## src/rtl/life_pkg.sv

```systemverilog
// life_pkg: shared definitions for the life array scan controller.
//   CELLS_4X4     default chain length (4x4 board)
//   GAP_W         width of the inter-pulse gap counter (SCAN_GAP 0..255)
//   scan_state_e  scan controller state encoding
//   MODE_READ/MODE_LOAD  values of the mode input
package life_pkg;

  localparam int CELLS_4X4 = 16;
  localparam int GAP_W     = 8;

  typedef enum logic [1:0] {
    ST_IDLE  = 2'd0,
    ST_SHIFT = 2'd1,
    ST_GAP   = 2'd2,
    ST_DONE  = 2'd3
  } scan_state_e;

  localparam logic MODE_READ = 1'b0;
  localparam logic MODE_LOAD = 1'b1;

  // Counter reload for a gap of `gap` idle cycles; the pacer counts down to
  // zero, so a gap of N loads N-1. A zero gap never arms the pacer.
  function automatic logic [GAP_W-1:0] gap_reload(input int gap);
    return (gap > 0) ? GAP_W'(gap - 1) : '0;
  endfunction

endpackage

```

## src/rtl/life_scan_pacer.sv

```systemverilog
// life_scan_pacer: counts the idle cycles between two scan pulses.
//   clk, reset  clock, async active-low reset
//   arm         pulse on a scan cycle that will be followed by a gap
//   active      high while the controller sits in the gap state
//   tick        high on the last gap cycle; the next cycle is a scan pulse
module life_scan_pacer
  import life_pkg::*;
#(
  parameter int SCAN_GAP = 0
) (
  input  logic clk,
  input  logic reset,
  input  logic arm,
  input  logic active,
  output logic tick
);

  localparam logic [GAP_W-1:0] RELOAD = gap_reload(SCAN_GAP);

  logic [GAP_W-1:0] cnt;

  always_ff @(posedge clk or negedge reset) begin
    if (!reset)                     cnt <= '0;
    else if (arm)                   cnt <= RELOAD;
    else if (active && cnt != '0)   cnt <= cnt - 1'b1;
  end

  assign tick = active && (cnt == '0);

endmodule

```

## src/rtl/life_scan_ctrl.sv

```systemverilog
// life_scan_ctrl: scan-chain master for the life array.
// Shifts the whole chain once per request, capturing a CELLS-bit snapshot.
// Read mode feeds the tail back into the head so the board is unchanged;
// load mode feeds load_pattern in MSB first.
//   clk, reset        clock, async active-low reset
//   start             request a scan sequence (honoured only in IDLE)
//   mode              0 = read/recirculate, 1 = load load_pattern
//   load_pattern      pattern written in load mode, latched on start
//   busy              high from first through last scan pulse
//   done              one-cycle pulse after the last scan pulse
//   snapshot          board captured by the last completed sequence
//   snapshot_valid    set by the first completed sequence
//   run_inhibit       high whenever a sequence is in progress
//   scan              shift strobe to the array
//   scan_write_val    bit entering cell 0 on a scan cycle
//   scan_write_enb    write enable, high on every scan cycle
//   scan_read_val     current value of cell CELLS-1
module life_scan_ctrl
  import life_pkg::*;
#(
  parameter int CELLS    = CELLS_4X4,
  parameter int SCAN_GAP = 0
) (
  input  logic             clk,
  input  logic             reset,
  input  logic             start,
  input  logic             mode,
  input  logic [CELLS-1:0] load_pattern,
  output logic             busy,
  output logic             done,
  output logic [CELLS-1:0] snapshot,
  output logic             snapshot_valid,
  output logic             run_inhibit,
  output logic             scan,
  output logic             scan_write_val,
  output logic             scan_write_enb,
  input  logic             scan_read_val
);

  localparam int               CNT_W = $clog2(CELLS + 1);
  localparam logic [CNT_W-1:0] LAST  = CNT_W'(CELLS);
  localparam bit               HAS_GAP = (SCAN_GAP > 0);

  scan_state_e      state, state_nxt;
  logic             mode_q;
  logic [CELLS-1:0] tx_sr, rx_sr;
  logic [CNT_W-1:0] bit_cnt, bit_cnt_inc;
  logic             last_shift;
  logic             pace_arm, pace_tick;

  assign bit_cnt_inc = bit_cnt + 1'b1;
  assign last_shift  = (bit_cnt_inc == LAST);
  assign pace_arm    = (state == ST_SHIFT) && !last_shift && HAS_GAP;

  life_scan_pacer #(.SCAN_GAP(SCAN_GAP)) u_pacer (
    .clk    (clk),
    .reset  (reset),
    .arm    (pace_arm),
    .active (state == ST_GAP),
    .tick   (pace_tick)
  );

  always_ff @(posedge clk or negedge reset) begin
    if (!reset) state <= ST_IDLE;
    else        state <= state_nxt;
  end

  always_comb begin
    state_nxt      = state;
    busy           = 1'b0;
    done           = 1'b0;
    scan           = 1'b0;
    scan_write_enb = 1'b0;
    scan_write_val = 1'b0;
    run_inhibit    = (state != ST_IDLE);
    case (state)
      ST_IDLE: begin
        if (start) state_nxt = ST_SHIFT;
      end
      ST_SHIFT: begin
        busy           = 1'b1;
        scan           = 1'b1;
        scan_write_enb = 1'b1;
        // Read mode recirculates the tail so the board survives the scan.
        scan_write_val = (mode_q == MODE_LOAD) ? tx_sr[CELLS-1] : scan_read_val;
        if (last_shift)   state_nxt = ST_DONE;
        else if (HAS_GAP) state_nxt = ST_GAP;
      end
      ST_GAP: begin
        busy = 1'b1;
        if (pace_tick) state_nxt = ST_SHIFT;
      end
      ST_DONE: begin
        done      = 1'b1;
        state_nxt = ST_IDLE;
      end
      default: state_nxt = ST_IDLE;
    endcase
  end

  // Datapath. The tail is read first, so shifting rx_sr left leaves cell j
  // in bit j after the last pulse; tx_sr is sent MSB first for the same
  // reason. snapshot only moves in DONE, so it never shows partial data.
  always_ff @(posedge clk or negedge reset) begin
    if (!reset) begin
      mode_q         <= MODE_READ;
      tx_sr          <= '0;
      rx_sr          <= '0;
      bit_cnt        <= '0;
      snapshot       <= '0;
      snapshot_valid <= 1'b0;
    end else begin
      case (state)
        ST_IDLE: begin
          if (start) begin
            mode_q  <= mode;
            tx_sr   <= (mode == MODE_LOAD) ? load_pattern : '0;
            rx_sr   <= '0;
            bit_cnt <= '0;
          end
        end
        ST_SHIFT: begin
          rx_sr   <= {rx_sr[CELLS-2:0], scan_read_val};
          tx_sr   <= tx_sr << 1;
          bit_cnt <= bit_cnt_inc;
        end
        ST_DONE: begin
          snapshot       <= rx_sr;
          snapshot_valid <= 1'b1;
        end
        default: ;
      endcase
    end
  end

endmodule
```

## config.mk

```make
export PLATFORM = sky130hd
export DESIGN_NAME = life_scan_ctrl
export DESIGN_NICKNAME = d
export VERILOG_FILES = /design/src/rtl/life_pkg.sv /design/src/rtl/life_scan_pacer.sv /design/src/rtl/life_scan_ctrl.sv
export SDC_FILE = /design/constraint.sdc
export NUM_CORES = 1
export LEC_CHECK = 0
export BUFFER_PORTS_ARGS = -buffer_cell sky130_fd_sc_hd__buf_2
export CAP_MARGIN = 10
export CORE_MARGIN = 2
export CORE_UTILIZATION = 60
export DETAILED_ROUTE_END_ITERATION = 10
export GPL_ROUTABILITY_DRIVEN = 0
export PLACE_DENSITY_LB_ADDON = 0.2
export SETUP_SLACK_MARGIN = 0.4
export SYNTH_ARGS = -nofsm -noshare
export SYNTH_HDL_FRONTEND = slang
export SYNTH_SLANG_ARGS = --single-unit
```

## constraint.sdc

```tcl
create_clock -name clk -period 3.8 [get_ports clk]
set_input_delay 0.57 -clock clk [delete_from_list [all_inputs] [get_ports clk]]
set_output_delay 0.57 -clock clk [all_outputs]
set_load 0.05 [all_outputs]
```

==> results of run 1 <==
## report_power, final
part,switching (uW),leakage (uW),internal [uW]
logic,650,0.000684,338
registers,140,0.000865,892
clock network,251,0.000113,383
total,1040,0.00166,1610
## flip-flops by register name, summed over array words and instances (netlist names)
| signal | flops |
|---|---|
| state | 2 |
| snapshot_valid | 1 |
| rx_sr | 16 |
| tx_sr | 16 |
| bit_cnt | 5 |
| u_pacer.cnt | 8 |
| mode_q | 1 |
| snapshot | 16 |
## path summary, 6_finish.rpt
kind,from,end,slack (ns),cells past startpoint
max,state[1],scan_write_val,1.12,5
min,reset,rx_sr[4],0.14,1
max reg2reg,state[1],bit_cnt[2],1.45,5
min reg2reg,snapshot_valid,snapshot_valid,0.47,1
max in group asynchronous,reset,bit_cnt[2],2.97,2
min in group clk,snapshot_valid,snapshot_valid,0.47,1
## per-stage QoR
step                  util  cell area (sq um)  total power, uW  instances  setup WS [ns]
floorplan                -               2811             1806        234          1.161
global placement    0.6906               3069             1999        318          1.502
detailed placement  0.6906               3069             2037        318          1.445
CTS                 0.7393               3286             2679        333          1.079
global route        0.7393               3286             2807        333         0.9254
finish              0.7393               3286             2654        333          1.123
## kinds of logic (layout without fill, tap and decap cells)
kind of cell | after synthesis | in the layout | share of synthesized area
adder cells (fa/ha/maj) | 7 | 7 | 0.03115
flip-flops | 65 | 65 | 0.5785
buffers and inverters | 21 | 68 | 0.02937
XOR/XNOR | 4 | 4 | 0.01246
AND/OR/NAND/NOR | 51 | 51 | 0.09213
multiplexers | 23 | 23 | 0.09034
AO/OA/AOI/OAI | 63 | 63 | 0.1660
## cells in the mapped netlist, types with 4 or more instances
master     n
a22o_1    19
a22oi_1   15
clkbuf_1  12
dfrtp_1   65
ha_1       7
inv_1      7
mux2_2    19
mux2i_1    4
nand2_1   25
nor3_1     4
o21ai_0   18
## layout make-up
class,count,share of cell area
repair buffers,46,0.07235
clock inverters,5,0.02399
inverters,7,0.007997
well taps,52,0.01980
flip-flops and latches,65,0.4950
clock buffers,10,0.04189
multi-input cells,148,0.3389
## layer usage
metal,vias up,share of wire,GRT usage
met3,12,0.044,0.06111
met1,979,0.45,0.2883
met5,-,0,0
met2,56,0.48,0.3170
met4,0,0.022,0.1255
li1,930,-,-
==> impl_results.md, run 1 <==
- Syn Area/Cell: 12.01 sq um
- Initial antenna violation count: 0
- Synth Instances: 234
- Remaining antenna violation count: 0
- Minimum clock period: 2.677 ns
- Clk root buf: clkbuf_8
- Crit Path Category: flop to primary output
- Most frequent cells in the layout: dfrtp_1, buf_2, nand2_1, a22o_1, mux2_2
- Post-route DRC: 0
- F_max: 0.3736 GHz
- Die Area: 5249 sq um
- Seq/Total Area, Yosys: 0.5785
- CTS tree: yes
- Worst-margin pin slew: 1.044 ns
- DR vias/cell: 5.937
- Core box area: 4444 sq um
- Critical path arrival: 2.11 ns
- Power density cells: 807.8 nW/um^2
- Yosys warns: 0
- CP delay by family, top: adder cells
- Sum Neg Setup Slack: 0 ns
- Status: complete, no violations
- Clock Skew: 0.006531 ns
- Largest net degree at the start of global routing: 54
- Total Routing Usage GR: 0.2156
- Chip width: 72.45 microns
- Post-synth EDFFs: 0
- Vias: 1977
- Commonest non-fill, non-tap cell in the layout: dfrtp_1
- Worst endpoint required time: 3.23 ns
- FF/Latch Area: 1627 sq um
- CTS sink count: 65
- Fillers: 313
- Setup violators final: 0
- Fraction of final layout cells sized beyond drive strength 1: 0.3167
- Tightest Hold Check Type: input port to asynchronous set/reset pin
- GRT Residual Overflow: 0
- VDD IR max: 0.4928 mV
- Input/output buffers: 43
- Iteration-0 DRC Markers: 95
- Most used DFF post-synth: dfrtp_1
- CTS max path bufs: 2
- DIE HEIGHT: 72.45 microns
- # resized after CTS: 0
- Hpwl dp: 3424 microns
- Mapped Nets: 262
- Max-Cap Viols: 0
- WHS: 0.1417 ns
- Area growth, synth to finish: 16.87%
- Ranking of synthesized cells by area: dfrtp_1, mux2_2, a22o_1
- DR pass1 iterations: 4
- Initial Utilization: 0.6326
- Max stage delay on crit path: 0.67 ns
- Critical-path cell list: inv_1 > ha_1 > inv_1 > nor2_1 > buf_2
- Worst Path Max Fanout: 22
- WP buf/inv: 3
- CP Launch Type: flop
- Final Hold Vio Count: 0
- Cell with the largest stage delay on the worst path: ha_1
- Clk pin slew, worst setup/hold paths: 0.07 ns
- Critical path's most frequent cell: inv_1
- Worst-Skew Late Latency: 0.33 ns
- Nets: 305
- Footprint of the multi-input gates: 1114 sq um
- First-pass GRT wire length: 8487 microns
- Top cell type's share of synthesized area: 0.5785
- Routed WL: 5063 microns
- Final period util: 0.7044
- Number of diodes: 0
- Slew HR: 0.3024
- FF+latch count, synth: 65
- Worst setup EP type: primary output
- Final Max Tran Viols: 0
- Ports: 44
- Post-synth cell types: 40
- Cell taking the most area after synthesis: dfrtp_1
- Drt wl/cell: 15.20 microns
- P_leak: 0.001662 uW
- RSZ-0062 raised after global routing: no
- Postcts setup bufs: 0
- Cts bufs inserted: 9
- CTS Hold Buffers Added: 0
- H-tree depth: 3
- Cell Area, Synth: 2811 sq um
- Vias in the first global route: 1879
- Post-synth ARST share: 1.000
- Row count: 24
No activity file was read; power rests on OpenSTA's default activity.
==> inputs of run 2 (changes only) <==
--- a/config.mk
+++ b/config.mk
@@ -5,10 +5,11 @@
 export SDC_FILE = /design/constraint.sdc
 export NUM_CORES = 1
 export LEC_CHECK = 0
+export ABC_AREA = 1
 export BUFFER_PORTS_ARGS = -buffer_cell sky130_fd_sc_hd__buf_2
 export CAP_MARGIN = 10
 export CORE_MARGIN = 2
-export CORE_UTILIZATION = 60
+export CORE_UTILIZATION = 56
 export DETAILED_ROUTE_END_ITERATION = 10
 export GPL_ROUTABILITY_DRIVEN = 0
 export PLACE_DENSITY_LB_ADDON = 0.2
==> constraint.sdc (replaced) <==
create_clock -name clk -period 2.75 [get_ports clk]
set_input_delay 0.4125 -clock clk [delete_from_list [all_inputs] [get_ports clk]]
set_output_delay 0.4125 -clock clk [all_outputs]
set_load 0.05 [all_outputs]
==> run 2 against run 1 <==
  * Routed wire length grew 2.7%
  * Largest power group is now combinational cells
  * Highest routed layer unchanged
  * Sequential share of layout area shrank 0.85 points
  * Setup slack lost 0.60 ns
==> impl_results.md, run 2 <==
- Worst Path Max Fanout: 13 (-41%)
- Top cell type's share of synthesized area: 0.5657 (-0.01284)
- Input/output buffers: 43 (unchanged)
- Status: complete, no violations
- Slew HR: 0.5245 (+0.2221)
- Postcts setup bufs: 0 (unchanged)
- Setup violators final: 0 (unchanged)
- Met3 GRT Util: 0.04630 (-0.01481)
- DR vias/cell: 5.113 (-14%)
- Cell Area, Synth: 2875 sq um (+2.3%)
- Yosys warns: 0 (unchanged)
- Clk pin slew, worst setup/hold paths: 0.07 ns (about the same)
- VDD IR max: 1.132 mV (+130%)
- Final cell count without fillers: 416 (+25%)
- Worst setup EP type: primary output
- RSZ-0062 raised after global routing: no
- Die Area: 5724 sq um (+9.0%)
- Tightest Hold Check Type: input port to flop
- Crit Path Category: flop to primary output
- Post-synth cell types: 28 (-30%)
- F_max: 0.4497 GHz
- Comb pwr share: 0.437 (+0.065)
- Post-synth EDFFs: 0 (unchanged)
- Worst endpoint required time: 2.34 ns (-0.89 ns)
- Post-route cell area: 3343 sq um (+1.8%)
- Ranking of synthesized cells by area: dfrtp_1, nand2_1, o21ai_0
- Reg power frac: 0.350 (-0.039)
- Commonest non-fill, non-tap cell in the layout: nand2_1
- Clk root buf: clkbuf_8
- Iteration-0 DRC Markers: 164 (+73%)
- Post-route DRC: 0 (unchanged)
- GR Util met1: 0.2822 (-0.006050)
- Drt wl/cell: 12.50 microns (-18%)
- Power density cells: 1246 nW/um^2 (+54%)
- Hpwl dp: 3545 microns (+3.5%)
- Nets: 369 (+21%)
- Sw Share: 0.4560 (+0.06381)
- Mapped Nets: 325 (+24%)
- Final period util: 0.8087
- Total Routing Usage GR: 0.2022 (-0.01336)
- Initial Utilization: 0.5702 (-0.06238)
- Final Hold Vio Count: 0 (unchanged)
- DIE HEIGHT: 75.66 microns (+4.4%)
- Clock Skew: 0.008979 ns (+0.002448 ns)
- Cts bufs inserted: 9 (unchanged)
- CTS max path bufs: 2 (unchanged)
- Core box area: 5042 sq um (+13%)
- Remaining antenna violation count: 0 (unchanged)
- Internal power: 2267 uW (+41%)
- Largest net degree at the start of global routing: 36 (-33%)
- Most frequent cells after synthesis: nand2_1, dfrtp_1, inv_1
- P_leak: 0.001655 uW (-0.39%)
- Syn Area/Cell: 9.681 sq um (-19%)
- CP Launch Type: flop
- Final Max Tran Viols: 0 (unchanged)
- Ports: 44 (unchanged)
- GRT busiest layer: met2
- Initial antenna violation count: 0 (unchanged)
- Worst-margin pin slew: 0.7124 ns (-0.3318 ns)
- Critical path arrival: 1.81 ns (-0.30 ns)
- Clk pwr share: 0.213 (-0.026)
- CTS sink count: 65 (unchanged)
- Chip width: 75.66 microns (+4.4%)
- Vias in the first global route: 1947 (+3.6%)
- Area growth, synth to finish: 16.28%
- Fillers: 429 (+37%)
- First-pass GRT wire length: 8631 microns (+1.7%)
- Worst-Skew Late Latency: 0.34 ns (about the same)
- Seq/Total Area, Yosys: 0.5657 (-0.01284)
- Vias: 2127 (+7.6%)
- CTS tree: yes
- H-tree depth: 3 (unchanged)
- Synth Instances: 297 (+27%)
- Worst reg2reg setup slack: 0.78 ns (-0.67 ns)
- Post-synth ARST share: 1.000 (unchanged)
- Max-Cap Viols: 0 (unchanged)
- Minimum clock period: 2.224 ns
- Cell taking the most area after synthesis: dfrtp_1
- Number of diodes: 0 (unchanged)
- Most frequent cell after synthesis: nand2_1
- Fraction of final layout cells sized beyond drive strength 1: 0.2341 (-0.08262)
- Cells after DPL: 399 (+25%)
- Grt met2 use: 0.2976 (-0.01944)
- Row count: 26 (+8.3%)
- GRT Residual Overflow: 0 (unchanged)
- DR pass1 iterations: 4 (unchanged)
- Most frequent cells in the layout: nand2_1, dfrtp_1, buf_2, inv_1, o21ai_0
- CP delay by family, top: flip-flops
- Post-DP Area: 3112 sq um (+1.4%)
- Largest registers: rx_sr x16, snapshot x16, tx_sr x16
- Cell with the largest stage delay on the worst path: dfrtp_1
- Critical-path cell list: inv_1 > ha_2 > o21ai_0 > a21oi_4 > buf_2
- Most used DFF post-synth: dfrtp_1
- Switch Pwr: 1900 uW (+83%)
- Max stage delay on crit path: 0.42 ns (-0.25 ns)
- FF+latch count, synth: 65 (unchanged)
- WP buf/inv: 2 (-1)
- Sum Neg Setup Slack: 0 ns (unchanged)
- Routed WL: 5198 microns (+2.7%)
run 2: cell count changes after synthesis, sizes merged, moves of 3 or more:
cell | before | now
nand2 | 26 | 68
inv | 7 | 35
o21ai | 18 | 41
a22o | 19 | 0
mux2 | 19 | 0
o22ai | 0 | 15
nand3 | 3 | 13
nor2 | 3 | 12
buf | 2 | 10
clkbuf | 12 | 4
mux2i | 4 | 0
nor3 | 4 | 1
run 2: cell families (layout without fill, tap and decap cells):
group,after synthesis,in the layout,synth area share
xor+xnor,6,6,0.01828
simple gates,97,97,0.1397
buf+inv,49,98,0.08137
flops,65,65,0.5657
compound gates,73,73,0.1645
fa+ha+maj,7,7,0.03046
run 2: final cells by class:
class | instances | area, sq um | area share
clock buffers | 9 | 123.9 | 0.03705
clock inverters | 7 | 95.09 | 0.02844
inverters | 35 | 133.9 | 0.04004
multi-input cells | 183 | 1028 | 0.3076
flip-flops and latches | 65 | 1627 | 0.4865
well taps | 70 | 87.58 | 0.02620
repair buffers | 47 | 247.7 | 0.07410
run 2: tightest hold or removal path, stage by stage:
cell     delay (ns)
buf_2          0.08
nand3_1        0.06
nand2_1        0.05
run 2: path summary, 6_finish.rpt:
kind,from,to,cells past startpoint
worst min-delay path,load_pattern[0],tx_sr[0],3
min in group asynchronous,reset,snapshot[12],2
worst max register to register,state[1],tx_sr[3],7
worst max-delay path,state[1],scan_write_val,5
max in group asynchronous,reset,state[1],3
worst min register to register,snapshot_valid,snapshot_valid,1
run 2: metal layers:
| layer | vias up | share of wire |
|---|---|---|
| li1 | 1073 | - |
| met3 | 7 | 0.039 |
| met5 | - | 0 |
| met2 | 58 | 0.47 |
| met4 | 0 | 0.016 |
| met1 | 989 | 0.48 |
run 2: what timing repair did:
item / 4_1_cts / 5_1_grt
resized for setup: 1 / 0
hold endpoints to repair: 13 / 0
hold buffers: 1 / 0
endpoints found under the setup margin: 1 / 0
run 2: through the flow:
stage	power (uW)	worst slack (ns)	hold slack [ns]	util
after floorplan	3032	0.4605	0.1169	-
after global placement	3260	0.7075	0.3310	0.6171
after detailed placement	3305	0.6065	0.3348	0.6171
after CTS	4198	0.5069	0.2996	0.6630
after global routing	4460	0.4244	0.3198	0.6630
final	4167	0.5261	0.3043	0.6630
run 2: power by group through the flow:
stage	Sequential, uW	Combinational, uW	Clock, uW
floorplan	1780	1250	0
global placement	1460	1800	0
detailed placement	1470	1830	0
CTS	1460	1840	899
global route	1500	2020	943
finish	1460	1820	889
